File: src/rtl/mem_access_stage.sv
// rtl/mem_access_stage.sv - RV64 memory-access stage: req/ack data port, byte lanes, load extension
// Ports:
//   clk, rst (async, active-low)
//   EX/MEM side : valid_in, mem_read, mem_write, funct3, alu_addr, store_data,
//                 wb_ctrl_in, rd_idx_in, stall (freezes upstream while a request is open)
//   data memory : mem_req, mem_we, mem_addr, mem_wdata, mem_be (registered), mem_rdata, mem_ack
//   MEM/WB side : rd_data_out, addr_out, control_out, rd_idx_out, valid_out, mem_fault
module mem_access_stage #(
  parameter int DATA_LEN         = 64,
  parameter int CONTROL_LINE     = 2,
  parameter int INSTRUCTION_PART = 5
) (
  input  logic                        clk,
  input  logic                        rst,
  input  logic                        valid_in,
  input  logic                        mem_read,
  input  logic                        mem_write,
  input  logic [2:0]                  funct3,
  input  logic [DATA_LEN-1:0]         alu_addr,
  input  logic [DATA_LEN-1:0]         store_data,
  input  logic [CONTROL_LINE-1:0]     wb_ctrl_in,
  input  logic [INSTRUCTION_PART-1:0] rd_idx_in,
  output logic                        stall,
  output logic                        mem_req,
  output logic                        mem_we,
  output logic [DATA_LEN-1:0]         mem_addr,
  output logic [DATA_LEN-1:0]         mem_wdata,
  output logic [7:0]                  mem_be,
  input  logic [DATA_LEN-1:0]         mem_rdata,
  input  logic                        mem_ack,
  output logic [DATA_LEN-1:0]         rd_data_out,
  output logic [DATA_LEN-1:0]         addr_out,
  output logic [CONTROL_LINE-1:0]     control_out,
  output logic [INSTRUCTION_PART-1:0] rd_idx_out,
  output logic                        valid_out,
  output logic                        mem_fault
);

  typedef enum logic {S_IDLE = 1'b0, S_WAIT = 1'b1} state_t;

  state_t                        r_state;
  state_t                        w_next_state;

  // Instruction captured on acceptance, replayed to MEM/WB when the ack arrives.
  logic [2:0]                    r_funct3;
  logic                          r_is_load;
  logic [DATA_LEN-1:0]           r_addr;
  logic [CONTROL_LINE-1:0]       r_ctrl;
  logic [INSTRUCTION_PART-1:0]   r_idx;

  logic                          w_is_mem;
  logic                          w_illegal;
  logic                          w_misaligned;
  logic                          w_reject;
  logic                          w_accept_mem;
  logic [7:0]                    w_size_mask;
  logic [DATA_LEN-1:0]           w_lane;
  logic [DATA_LEN-1:0]           w_load;

  // Decode of the incoming instruction: legality, alignment and lane mask.
  always_comb begin
    w_is_mem  = mem_read | mem_write;
    w_illegal = (mem_read & mem_write) |
                (mem_read & (funct3 == 3'b111)) |
                (mem_write & funct3[2]);
    case (funct3[1:0])
      2'b00:   begin w_misaligned = 1'b0;            w_size_mask = 8'h01; end
      2'b01:   begin w_misaligned = alu_addr[0];     w_size_mask = 8'h03; end
      2'b10:   begin w_misaligned = |alu_addr[1:0];  w_size_mask = 8'h0F; end
      default: begin w_misaligned = |alu_addr[2:0];  w_size_mask = 8'hFF; end
    endcase
    w_reject     = w_illegal | w_misaligned;
    w_accept_mem = valid_in & w_is_mem & ~w_reject;
  end

  // Load extraction: bring the addressed lane down to bit 0, then extend by size.
  always_comb begin
    w_lane = mem_rdata >> {r_addr[2:0], 3'b000};
    case (r_funct3[1:0])
      2'b00:   w_load = {{(DATA_LEN-8){~r_funct3[2] & w_lane[7]}},   w_lane[7:0]};
      2'b01:   w_load = {{(DATA_LEN-16){~r_funct3[2] & w_lane[15]}}, w_lane[15:0]};
      2'b10:   w_load = {{(DATA_LEN-32){~r_funct3[2] & w_lane[31]}}, w_lane[31:0]};
      default: w_load = w_lane;
    endcase
  end

  // State register
  always_ff @(posedge clk or negedge rst) begin
    if (!rst) r_state <= S_IDLE;
    else      r_state <= w_next_state;
  end

  // Next-state logic
  always_comb begin
    w_next_state = r_state;
    case (r_state)
      S_IDLE:  if (w_accept_mem) w_next_state = S_WAIT;
      S_WAIT:  if (mem_ack)      w_next_state = S_IDLE;
      default:                   w_next_state = S_IDLE;
    endcase
  end

  // Output logic: upstream is frozen for as long as a request is open.
  always_comb begin
    stall = (r_state == S_WAIT);
  end

  // Registered memory port, capture registers and MEM/WB results.
  // valid_out, mem_fault and control_out default to zero so every cycle that
  // does not retire an instruction is a clean bubble.
  always_ff @(posedge clk or negedge rst) begin
    if (!rst) begin
      mem_req     <= 1'b0;
      mem_we      <= 1'b0;
      mem_addr    <= '0;
      mem_wdata   <= '0;
      mem_be      <= '0;
      rd_data_out <= '0;
      addr_out    <= '0;
      control_out <= '0;
      rd_idx_out  <= '0;
      valid_out   <= 1'b0;
      mem_fault   <= 1'b0;
      r_funct3    <= '0;
      r_is_load   <= 1'b0;
      r_addr      <= '0;
      r_ctrl      <= '0;
      r_idx       <= '0;
    end else begin
      valid_out   <= 1'b0;
      mem_fault   <= 1'b0;
      control_out <= '0;
      case (r_state)
        S_IDLE: begin
          if (valid_in) begin
            if (!w_is_mem) begin
              addr_out    <= alu_addr;
              control_out <= wb_ctrl_in;
              rd_idx_out  <= rd_idx_in;
              rd_data_out <= '0;
              valid_out   <= 1'b1;
            end else if (w_reject) begin
              mem_fault   <= 1'b1;
            end else begin
              r_funct3    <= funct3;
              r_is_load   <= mem_read;
              r_addr      <= alu_addr;
              r_ctrl      <= wb_ctrl_in;
              r_idx       <= rd_idx_in;
              mem_req     <= 1'b1;
              mem_we      <= mem_write;
              mem_addr    <= {alu_addr[DATA_LEN-1:3], 3'b000};
              mem_wdata   <= store_data << {alu_addr[2:0], 3'b000};
              mem_be      <= w_size_mask << alu_addr[2:0];
            end
          end
        end
        S_WAIT: begin
          if (mem_ack) begin
            mem_req     <= 1'b0;
            valid_out   <= 1'b1;
            control_out <= r_ctrl;
            rd_idx_out  <= r_idx;
            addr_out    <= r_addr;
            rd_data_out <= r_is_load ? w_load : '0;
          end
        end
        default: ;
      endcase
    end
  end

endmodule

File: config.mk
export PLATFORM = sky130hd
export DESIGN_NAME = mem_access_stage
export DESIGN_NICKNAME = d
export VERILOG_FILES = /design/src/rtl/mem_access_stage.sv
export SDC_FILE = /design/constraint.sdc
export NUM_CORES = 1
export LEC_CHECK = 0
export CORE_UTILIZATION = 43
export CTS_CLUSTER_SIZE = 28
export DETAILED_ROUTE_END_ITERATION = 7
export PLACE_DENSITY_LB_ADDON = 0.2
export SETUP_SLACK_MARGIN = 0.4
export SYNTH_ARGS = -nofsm -noshare
export SYNTH_HDL_FRONTEND = slang
export SYNTH_SLANG_ARGS = --single-unit
File: constraint.sdc
create_clock -name clk -period 2.02 [get_ports clk]
set_input_delay 0.404 -clock clk [delete_from_list [all_inputs] [get_ports clk]]
set_output_delay 0.404 -clock clk [all_outputs]
set_load 0.005 [all_outputs]
# Word-level counts from Yosys, hierarchy flattened
# Index checks and enable logic that the tools add are counted.
# word_totals
word_cells	88
in_bits	208
out_inout_bits	276
register_bits	348
# op_classes
n_eq_ne	10
shifts	3
n_reduce_logical	7
mux	36
n_bitwise	15
# op_table
op	count
64-bit 2-to-1 mux	7
64-bit case mux with 2 select lines	2
64-bit case mux with 3 select lines	1
64-bit by 6-bit << shifter with 64-bit output	1
64-bit by 6-bit right shift with 64-bit output	1
8-bit case mux with 3 select lines	1
5-bit 2-to-1 mux	3
1-bit 2-to-1 mux	13
2-bit != test, second input constant	5
5-bit case mux with 2 select lines	1
1-bit AND	8
4-bit AND reduction	2
8-bit by 3-bit << shifter with 8-bit output	1
2-bit 2-to-1 mux	3
1-bit case mux with 2 select lines	3
2-bit by 1-bit equality test with 1-bit output, second input constant	2
2-bit equality test, second input constant	2
2-bit zero test	2
1-bit bitwise OR	4
2-bit case mux with 2 select lines	1
3-bit equality test, second input constant	1
1-bit NOT	3
1-bit case mux with 3 select lines	1
3-bit AND reduction	1
2 further kinds	2

# Longest topological paths before layout
# logic_depth
ltp_word	9
ltp_mapped	9
ltp_nobuf	5

# Worst setup path after synthesis
# No wires, ideal clock.
# synth_path
path_type	input -> register
from	input alu_addr[2]
to	register r_funct3[1]
required_time_ns	1.903
arrival_ns	1.976
stages	9
setup_time_ns	0.117
n_path_buf	4
slack_ns	-0.073
cell_sequence	buf_6 -> nor3_4 -> a21oi_2 -> or4_1 -> buf_4 -> buf_6 -> buf_6 -> nand2_1 -> nand2_1
# synth_between
elab_chain_cells	5
# synth_lines
item	line	source
from (decl)	19	input logic [DATA_LEN-1:0] alu_addr,
3-bit OR reduction	70	default: begin w_misaligned = |alu_addr[2:0]; w_size_mask = 8'hFF; end
1-bit case mux with 3 select lines	66	case (funct3[1:0])
1-bit bitwise OR	72	w_reject = w_illegal | w_misaligned;
1-bit NOT (no line)	-	
4-bit AND reduction (no line)	-	
to (signal assigned)	145	r_funct3 <= funct3;
to (decl)	45	logic [2:0] r_funct3;
# No other way between the ends.
# A chain may end at the register's enable or synchronous reset.

# Final worst setup path
# layout_path
from	register r_addr[1]
to	register rd_data_out[39]
# layout_between
elab_chain_cells	6
word_cells_on_any_way	8
cone_classes	1 x shift; 4 x mux; 3 x bitwise
# layout_lines
item	line	source
from (decl)	47	logic [DATA_LEN-1:0] r_addr;
from (signal assigned)	147	r_addr <= alu_addr;
64-bit by 6-bit right shift with 64-bit output *	78	w_lane = mem_rdata >> {r_addr[2:0], 3'b000};
1-bit AND, on equally long branches	82, 80, 81	
64-bit case mux with 3 select lines *	79	case (r_funct3[1:0])
64-bit 2-to-1 mux *	165	rd_data_out <= r_is_load ? w_load : '0;
64-bit 2-to-1 mux *	159	if (mem_ack) begin
64-bit case mux with 2 select lines *	133	case (r_state)
to (signal assigned)	165	
to (decl)	31	output logic [DATA_LEN-1:0] rd_data_out,
# Every way passes the cells marked *; elsewhere a longest branch is shown, timed or not. The select of a mux whose other input is x is not followed.

==> reports/results.txt <==
Post-Synth Simple-Gate Area: 0.169
Synth async-reset ratio: 1.00
Startpoint Class: flop
clk sinks: 287
Layout Skew: 16.1 ps
Max-Cap Viols: 0
final hold violation count: 0
Critical Path Start: r_addr[1]
total core area: 34700 µm²
vias per cell: 5.76
Synth Area in Compound Gates: 0.140
Util after Layout: 0.787
Critical Path Most Common Cell: buf_6
I/O Pins: 484
via count: 16180
worst-path fanout max: 10
Power Internal: 17600 µW
Layout area overhead: 79.2%
share of layout cells above drive strength 1: 0.372
Hold Crit Start: alu_addr[0]
combinational share of power: 0.449
Distinct cells, synth: 57
Worst EP required: 2460 ps
crit path kind: flop to flop
ys flop type: dfrtp_1
Rel. slew slack: 0.262
H-tree Lvls: 2
register share of total power: 0.327
CP Data Arrival Time: 2530 ps
Final Critical Period: 2090 ps
initial antenna violation count: 7
crit end category: flop
DR iter-0 viols: 1098
Worst Tran Pin Value: 1100 ps
Synth Area in XOR/XNOR: 0.000575
reg2reg setup slack: -70 ps
largest family of logic cells by synthesized area: simple AND/OR/NAND/NOR gates
Die ar.: 36200 µm²
unrepaired setup endpoints after global routing: yes
routed wire length: 69.8 mm
Row Count: 68
Area contributors post-synth: dfrtp_1 (47%), nand2_1 (12%), mux2i_1 (9.7%)
clock power share: 0.224
status: finished, violations left
CP Buf/Inv Count: 3
# DRC: 0
CTS Root Cell: clkbuf_16
Post-synth EDFFs: 0
CTS tree: built
proportion of synthesized area in mux cells: 0.148
Commonest cells post-synth: nand2_1 (470), dfrtp_1 (287), mux2i_1 (147)
hpwl dp: 37.8 mm
Avg WL per Cell: 24.9 µm
sequential area share after synthesis: 0.471
Post-DRT Antenna Nets: 0
GRT Overall Usage: 0.337
pre-CTS WS: -455 ps
Nets: 2535
Die H: 190 µm
failing checks: setup timing
area leader, netlist: dfrtp_1
TNS Setup: -2900 ps
most frequent cell after synthesis: nand2_1
peak supply drop: 0.641 mV
die width: 190 µm
vias in the first global route: 15830
syn_area_per_cell: 9.34 µm²
Leak: 0.0130 µW
Buffers on Ports: 480
grt total ovfl: 0
Power per Cell Area: 1010 nW/µm²
type of the tightest min-delay check: input port to flop
Fill cells: 2167
initial core utilization: 0.439
Slew Viols, Final: 0
largest net degree at the start of global routing: 74
share of the synthesized area in the top cell type: 0.471
TritonCTS Buffers: 34
worst-skew pair later-pin latency: 530 ps
adder-cell share of the synthesized area: 0
Synthesis Warnings: 0
CP max stage cell: mux4_2
CTS clk-pin slew, worst paths: 60 ps
synthesis-stage register bit count: 287
Final setup viols: 93
Final period util: 1.04
first-pass GRT wire length: 92.7 mm
Pre-antenna DRT Iters: 5
Final WS setup: -72.8 ps
f_max: 0.478 GHz
Worst path max stage delay: 510 ps
Syn Inst Count: 1632
total power: 27500 µW
Synth Cell Area: 15200 µm²
CP cell instances: buf_6 -> mux2i_2 -> mux4_2 -> nor4_4 -> a211oi_4 -> buf_6 -> buf_12 -> o21ai_2
Clock Path Buffers: 3
final hold slack: 231 ps
CP top delay family: multiplexers
switching power of the nets: 9840 µW
routability cong.: 0.908
reg2reg start: r_addr[1]
switching fraction of total power: 0.358
worst paths after layout:
| check | to | depth (start not counted) |
|---|---|---|
| min reg2reg | addr_out[61] | 2 |
| max reg2reg | rd_data_out[39] | 8 |
| min in group asynchronous | addr_out[61] | 2 |
| max in group asynchronous | r_addr[11] | 3 |
| max | rd_data_out[39] | 8 |
| min | r_addr[0] | 3 |
metal layers:
layer  wire length (µm)  up-vias  part of all wire  track usage
met4               3870        2             0.055        0.157
met2              33700      942              0.48        0.562
met1              25700     7955              0.37        0.414
met3               6490      270             0.093       0.0766
li1                   -     7011                 -            -
met5                 13        -           0.00019            0
flip-flops by register name (all words and copies together), names as in the netlist, 2 cells and up:
register / count
r_idx: 5
mem_be: 8
rd_data_out: 64
mem_wdata: 64
control_out: 2
addr_out: 64
r_addr: 64
r_funct3: 3
r_ctrl: 2
rd_idx_out: 5
final cells by class:
cell class | count | area, µm² | area share
timing repair buffer | 845 | 9350 | 0.343
multi-input combinational | 1154 | 9080 | 0.333
sequential | 287 | 7190 | 0.263
clock buffer | 49 | 968 | 0.0355
tap | 455 | 569 | 0.0208
clock inverter | 8 | 113 | 0.00412
inverter | 5 | 18.8 | 0.000687
antenna | 6 | 15.0 | 0.000550
cell usage in the layout, fill, tap and decap left out, drive strengths merged, types with 3 or more instances in the layout:
master	n
dlygate4sd2	252
a211oi	27
nand2b	11
a32o	3
dfrtp	287
a21oi	36
nor2b	20
nor2	69
clkbuf	65
or3	6
o211ai	16
o21ai	147
clkdlybuf4s50	202
nand2	470
a32oi	10
conb	3
a31oi	9
clkinv	6
a2bb2oi	12
buf	351
o31ai	21
nor3	5
o221ai	8
o21a	9
diode	6
and2	8
mux4	17
clkdlybuf4s15	21
inv	5
nand3b	9
a22oi	8
mux2	35
o22ai	12
mux2i	147
nand3	16
power groups by stage:
stage	combinational, µW	sequential [µW]	clock, µW
2_1_floorplan	4350	8600	0
3_3_place_gp	9310	8740	0
3_5_place_dp	9440	8790	0
4_1_cts	10400	8610	6130
5_1_grt	13000	9140	6430
6_report	12300	8990	6150
worst min-delay path: stages:
cell	delay, ps
buf_4	180
nand2_2	70
o21ai_1	50
timing repair:
action / CTS / global route
cloned: 44 / 20
pin swaps: 137 / 126
endpoints found under the hold margin: 33 / 0
setup endpoints to repair: 553 / 345
buffers inserted: 141 / 20
hold buffers: 1 / 0
resized for setup: 563 / 434
cells by family (layout without fill, tap and decap cells):
kind of cell	after synthesis	count (layout)
simple gates	624	625
compound gates	326	326
flops	287	287
mux	199	199
buf+inv	194	907
other cells	1	9
xor+xnor	1	1
metrics by stage:
stage / instances / cell area (µm²)
global route: 2808 / 27300
finish: 2809 / 27300
floorplan: 1634 / 15600
global placement: 2520 / 21100
detailed placement: 2520 / 21100
CTS: 2763 / 25100
Power figures use the tool's default switching activity.
